===== config.mk =====
export PLATFORM = sky130hd
export DESIGN_NAME = button_bit_encoder
export DESIGN_NICKNAME = d
export VERILOG_FILES = /design/src/rtl/button_bit_encoder_pkg.sv /design/src/rtl/btn_debounce.sv /design/src/rtl/button_bit_encoder.sv
export SDC_FILE = /design/constraint.sdc
export NUM_CORES = 1
export LEC_CHECK = 0
export ABC_AREA = 1
export BUFFER_PORTS_ARGS = -buffer_cell sky130_fd_sc_hd__buf_2
export CAP_MARGIN = 20
export CELL_PAD_IN_SITES_DETAIL_PLACEMENT = 0
export CELL_PAD_IN_SITES_GLOBAL_PLACEMENT = 1
export CORE_ASPECT_RATIO = 1.2
export CORE_MARGIN = 2
export CORE_UTILIZATION = 42
export CTS_CLUSTER_SIZE = 20
export DETAILED_ROUTE_END_ITERATION = 16
export PLACE_DENSITY = 0.76
export SLEW_MARGIN = 20
export SYNTH_ARGS = -nofsm -noshare
export SYNTH_HDL_FRONTEND = slang
export SYNTH_HIERARCHICAL = 1
export SYNTH_SLANG_ARGS = --single-unit

===== constraint.sdc =====
create_clock -name clk -period 1.85 [get_ports clk]
set_input_delay 0.185 -clock clk [delete_from_list [all_inputs] [get_ports clk]]
set_output_delay 0.185 -clock clk [all_outputs]
set_load 0.01 [all_outputs]

===== src/rtl/button_bit_encoder_pkg.sv =====
// Shared constants and types for the two-button serial-bit encoder.
// Holds the debounce default, counter sizing and the bit value names.
package button_bit_encoder_pkg;

    localparam int DEBOUNCE_CYCLES_DEF = 4;

    localparam logic BIT_ONE  = 1'b1;
    localparam logic BIT_ZERO = 1'b0;

    // Debounce counter must be able to represent DEBOUNCE_CYCLES itself.
    function automatic int db_cnt_width(input int debounce_cycles);
        return $clog2(debounce_cycles + 1);
    endfunction

    localparam int DB_CNT_W_DEF = db_cnt_width(DEBOUNCE_CYCLES_DEF);

    typedef enum logic [1:0] {
        ARB_NONE,
        ARB_ONE,
        ARB_ZERO,
        ARB_CONFLICT
    } arb_e;

endpackage


===== src/rtl/btn_debounce.sv =====
// One button path: 2-flop synchroniser, debounce counter, stable level and a
// registered single-cycle press pulse on each accepted 0->1 transition.
module btn_debounce
    import button_bit_encoder_pkg::*;
#(
    parameter int DEBOUNCE_CYCLES = DEBOUNCE_CYCLES_DEF
) (
    input  logic clk,
    input  logic rst_n,
    input  logic i_btn,
    output logic o_stable,
    output logic o_press
);

    localparam int              DB_W     = db_cnt_width(DEBOUNCE_CYCLES);
    localparam logic [DB_W-1:0] LAST_CNT = DB_W'(DEBOUNCE_CYCLES - 1);

    logic            r_sync1;
    logic            r_sync2;
    logic            r_stable;
    logic            r_press;
    logic [DB_W-1:0] r_cnt;

    logic w_differ;
    logic w_accept;

    assign w_differ = (r_sync2 != r_stable);
    // The increment that would reach DEBOUNCE_CYCLES is the accepting cycle.
    assign w_accept = w_differ && (r_cnt == LAST_CNT);

    // NOTE: sequential state uses non-blocking assignments so every flop
    // samples the pre-edge values; the synchroniser chain depends on it.
    always_ff @(posedge clk or negedge rst_n) begin
        if (!rst_n) begin
            r_sync1  <= 1'b0;
            r_sync2  <= 1'b0;
            r_stable <= 1'b0;
            r_press  <= 1'b0;
            r_cnt    <= '0;
        end else begin
            r_sync1 <= i_btn;
            r_sync2 <= r_sync1;
            r_press <= w_accept && r_sync2;
            if (!w_differ) begin
                r_cnt <= '0;
            end else if (w_accept) begin
                r_cnt    <= '0;
                r_stable <= r_sync2;
            end else begin
                r_cnt <= r_cnt + DB_W'(1);
            end
        end
    end

    assign o_stable = r_stable;
    assign o_press  = r_press;

endmodule


===== src/rtl/button_bit_encoder.sv =====
// Turns two debounced buttons into single-cycle bit events for the pattern
// detector, rejecting overlapping presses and counting accepted bits.
module button_bit_encoder
    import button_bit_encoder_pkg::*;
#(
    parameter int DEBOUNCE_CYCLES = DEBOUNCE_CYCLES_DEF,
    parameter int CNT_W           = 8
) (
    input  logic             clk,
    input  logic             rst_n,
    input  logic             btn_one,
    input  logic             btn_zero,
    output logic             bit_valid,
    output logic             bit_data,
    output logic             conflict,
    output logic [CNT_W-1:0] bit_count
);

    logic w_stable_one;
    logic w_press_one;
    logic w_stable_zero;
    logic w_press_zero;
    arb_e w_arb;

    logic             r_bit_valid;
    logic             r_bit_data;
    logic             r_conflict;
    logic [CNT_W-1:0] r_bit_count;

    btn_debounce #(.DEBOUNCE_CYCLES(DEBOUNCE_CYCLES)) u_db_one (
        .clk      (clk),
        .rst_n    (rst_n),
        .i_btn    (btn_one),
        .o_stable (w_stable_one),
        .o_press  (w_press_one)
    );

    btn_debounce #(.DEBOUNCE_CYCLES(DEBOUNCE_CYCLES)) u_db_zero (
        .clk      (clk),
        .rst_n    (rst_n),
        .i_btn    (btn_zero),
        .o_stable (w_stable_zero),
        .o_press  (w_press_zero)
    );

    // NOTE: w_arb gets a default before any branch so no latch is inferred.
    always_comb begin
        w_arb = ARB_NONE;
        if (w_press_one && w_press_zero) begin
            w_arb = ARB_CONFLICT;
        end else if (w_press_one) begin
            w_arb = w_stable_zero ? ARB_CONFLICT : ARB_ONE;
        end else if (w_press_zero) begin
            w_arb = w_stable_one ? ARB_CONFLICT : ARB_ZERO;
        end
    end

    always_ff @(posedge clk or negedge rst_n) begin
        if (!rst_n) begin
            r_bit_valid <= 1'b0;
            r_bit_data  <= BIT_ZERO;
            r_conflict  <= 1'b0;
            r_bit_count <= '0;
        end else begin
            r_bit_valid <= (w_arb == ARB_ONE) || (w_arb == ARB_ZERO);
            r_conflict  <= (w_arb == ARB_CONFLICT);
            if (w_arb == ARB_ONE) begin
                r_bit_data <= BIT_ONE;
            end else if (w_arb == ARB_ZERO) begin
                r_bit_data <= BIT_ZERO;
            end
            // Wraps freely; consumers only care about the count modulo 2**CNT_W.
            if ((w_arb == ARB_ONE) || (w_arb == ARB_ZERO)) begin
                r_bit_count <= r_bit_count + CNT_W'(1);
            end
        end
    end

    assign bit_valid = r_bit_valid;
    assign bit_data  = r_bit_data;
    assign conflict  = r_conflict;
    assign bit_count = r_bit_count;

endmodule


==> reports/results.ini <==
[sta]
worst_pin_slew_ns = 0.534
fmax_mhz = 590
relSlewSlack_pct = 64.4
period_needed_ns = 1.69
setup_tns_ns = 0
clock_skew_ns = 0.00334
setup_violations = 0
hold_viol_final = 0
grt_setup_unrepaired = false
min_period_over_period_pct = 91.6
holdWs_ns = 0.370
finalMaxSlewViolations = 0

[placement]
io_buffer_count = 14
routabilityCongestion = 0.689
dp_hpwl_um = 1180

[detailed_routing]
highest_layer = met4
wl_met3_um = 69
drt_drc_violations_left = 0
wl_um = 1580
first_iter_violations = 5
wl_met2_um = 788
postRouteAntennaNets = 0
dr.pass1.iters = 3
vias = 700
wl_per_cell_um = 9.98
vias_per_cell = 4.43
wl_met1_um = 701

[floorplan]
die_width_um = 50.4
row_count = 20
die_area_um2 = 3010
core_area_um2 = 2500
io_pins = 15
initial_utilization_pct = 43.3
die_h_um = 59.7

[flow_run]
drv_cap = 0

[power_and_ir_drop]
p_leak_nw = 0.714
worst_ir_drop_vdd_mv = 0.586
total_power_mw = 1.38
p_per_area_nw_per_um2 = 1110

[final_layout]
fill_cells = 252
multi_input_area_um2 = 380
diodes = 0
drive_gt1_share_pct = 23.2
regArea_um2 = 626
fin_nets = 135
syn2layout_area_growth_pct = 14.4

[clocking]
cts_buffers = 3
insertion_delay_ns = 0.30
cts_tree = done
ctsResizeCount = 0
htreeDepth = 1
clockBufferDepth = 2
cts_root_buffer = clkbuf_4
cts_sinks = 25
post_cts.repair.setup_buffers = 0
cts.clk_slew.worst_paths_ns = 0.13
cts_hold_buffers = 3

[run_status]
outcome = finished, final reports clean

[grt]
track_usage_pct = 12.9
antenna_found_initial = 0
grt_pass1_wl_um = 2880
grt_pass1_vias = 712
grt_max_degree = 26
grt_overflow = 0

[synth]
yosys_warnings = 6
avgSynthCellArea_um2 = 10.3
synth.distinct_cells = 18
synth_seq_cells = 25
synthCells = 105
syn_nets = 114
synth_area_um2 = 1080
ys_seq_area_share_pct = 57.7

[critical_path]
regToRegSetupSlack_ns = 0.16
critPathMaxFanout = 8
cp.required_ns = 2.07
crit_arrival_ns = 1.91
start_kind = flip-flop
r2r_cells = 8
criticalPathCategory = flip-flop to flip-flop
cp-end-kind = flip-flop
reg2reg_to = bit_count[7]$_DFFE_PN0P_
rr_startpoint = u_db_zero/o_stable$_DFFE_PN0P_

[hold_path]
hp-class = input pin to asynchronous set/reset pin

[layout by cell type, fill, tap and decap left out]
master          n
nand2_4         1
clkbuf_1        1
nand3_2         2
dfrtp_1        25
xor2_1          4
nand3b_1        1
a21o_1          1
nand2_2         4
nor2_1          8
clkbuf_4        3
xnor2_2         1
nand4_1         1
buf_2          14
mux2_2          2
nand3_1         3
nand2_1        25
ha_1            5
inv_1          18
nor2_4          2
dlygate4sd3_1   3
a21oi_1         1
[worst max path at each step]
stage                                              start                       end  slack [ns]
after floorplan           u_db_zero/o_stable$_DFFE_PN0P_  bit_count[5]$_DFFE_PN0P_        0.31
after global placement    u_db_zero/o_stable$_DFFE_PN0P_  bit_count[5]$_DFFE_PN0P_        0.20
after detailed placement  u_db_zero/o_stable$_DFFE_PN0P_  bit_count[6]$_DFFE_PN0P_        0.14
after CTS                 u_db_zero/o_stable$_DFFE_PN0P_  bit_count[7]$_DFFE_PN0P_        0.12
after global routing      u_db_zero/o_stable$_DFFE_PN0P_  bit_count[7]$_DFFE_PN0P_       0.003
final                     u_db_zero/o_stable$_DFFE_PN0P_  bit_count[7]$_DFFE_PN0P_        0.16
[registers in the layout, indices dropped and copies added (netlist names)]
| register | cells |
|---|---|
| bit_count | 8 |
| bit_data | 1 |
| bit_valid | 1 |
| conflict | 1 |
| u_db_one/o_press | 1 |
| u_db_one/o_stable | 1 |
| u_db_one/r_cnt | 3 |
| u_db_one/r_sync1 | 1 |
| u_db_one/r_sync2 | 1 |
| u_db_zero/o_press | 1 |
| u_db_zero/o_stable | 1 |
| u_db_zero/r_cnt | 3 |
| u_db_zero/r_sync1 | 1 |
| u_db_zero/r_sync2 | 1 |
[per-layer routing]
metal  track usage [%]  vias to the layer above
li1                  -                      355
met1              15.1                      332
met2              22.0                       11
met3              3.25                        2
met4              6.95                        0
met5                 0                        -
[cell families after synthesis]
group	Yosys count	share of synthesized area [%]
simple gates	47	21.3
flops	25	57.7
buf+inv	19	7.27
xor+xnor	5	4.73
fa+ha+maj	5	5.77
compound gates	2	1.15
mux	2	2.08
[critical path: stages, from the launching register on]
cell	delay, ns
dfrtp_1	0.44
a21oi_1	0.20
inv_1	0.06
ha_1	0.48
nand2_4	0.08
nor2_4	0.14
nand4_1	0.09
nand2_1	0.08
inv_1	0.03
[report_power, final]
part,switching (mW),internal (mW),total [mW]
Clock,0.150,0.0840,0.234
Combinational,0.216,0.167,0.383
Sequential,0.104,0.662,0.767
Total,0.470,0.913,1.38
[cells in the mapped netlist]
| cell | n | area share [%] |
|---|---|---|
| nand2_1 | 25 | 8.7 |
| nor2_1 | 8 | 2.8 |
| nand3b_1 | 1 | 0.69 |
| nor2_4 | 2 | 2.1 |
| xnor2_2 | 1 | 1.5 |
| a21oi_1 | 1 | 0.46 |
| ha_1 | 5 | 5.8 |
| nand3_2 | 2 | 1.8 |
| a21o_1 | 1 | 0.69 |
| nand4_1 | 1 | 0.58 |
| dfrtp_1 | 25 | 58 |
| xor2_1 | 4 | 3.2 |
| nand3_1 | 3 | 1.4 |
| nand2_4 | 1 | 1.0 |
| mux2_2 | 2 | 2.1 |
| nand2_2 | 4 | 2.3 |
| inv_1 | 18 | 6.2 |
| buf_6 | 1 | 1.0 |
[stage by stage]
stage               worst slack [ns]  cell area, um2  util [%]  std cells
floorplan                      0.313            1080         -        105
global placement               0.198            1180      47.3        151
detailed placement             0.138            1180      47.3        151
CTS                            0.122            1240      49.6        158
global route                 0.00342            1240      49.6        158
finish                         0.155            1240      49.6        158
[area by class of cell]
type	count	share of cell area, %
clock buffer	4	2.12
inverter	18	5.44
multi-input combinational	61	30.6
sequential	25	50.4
tap	33	3.33
timing repair buffer	17	8.06
(Power assumes the default switching activity.)
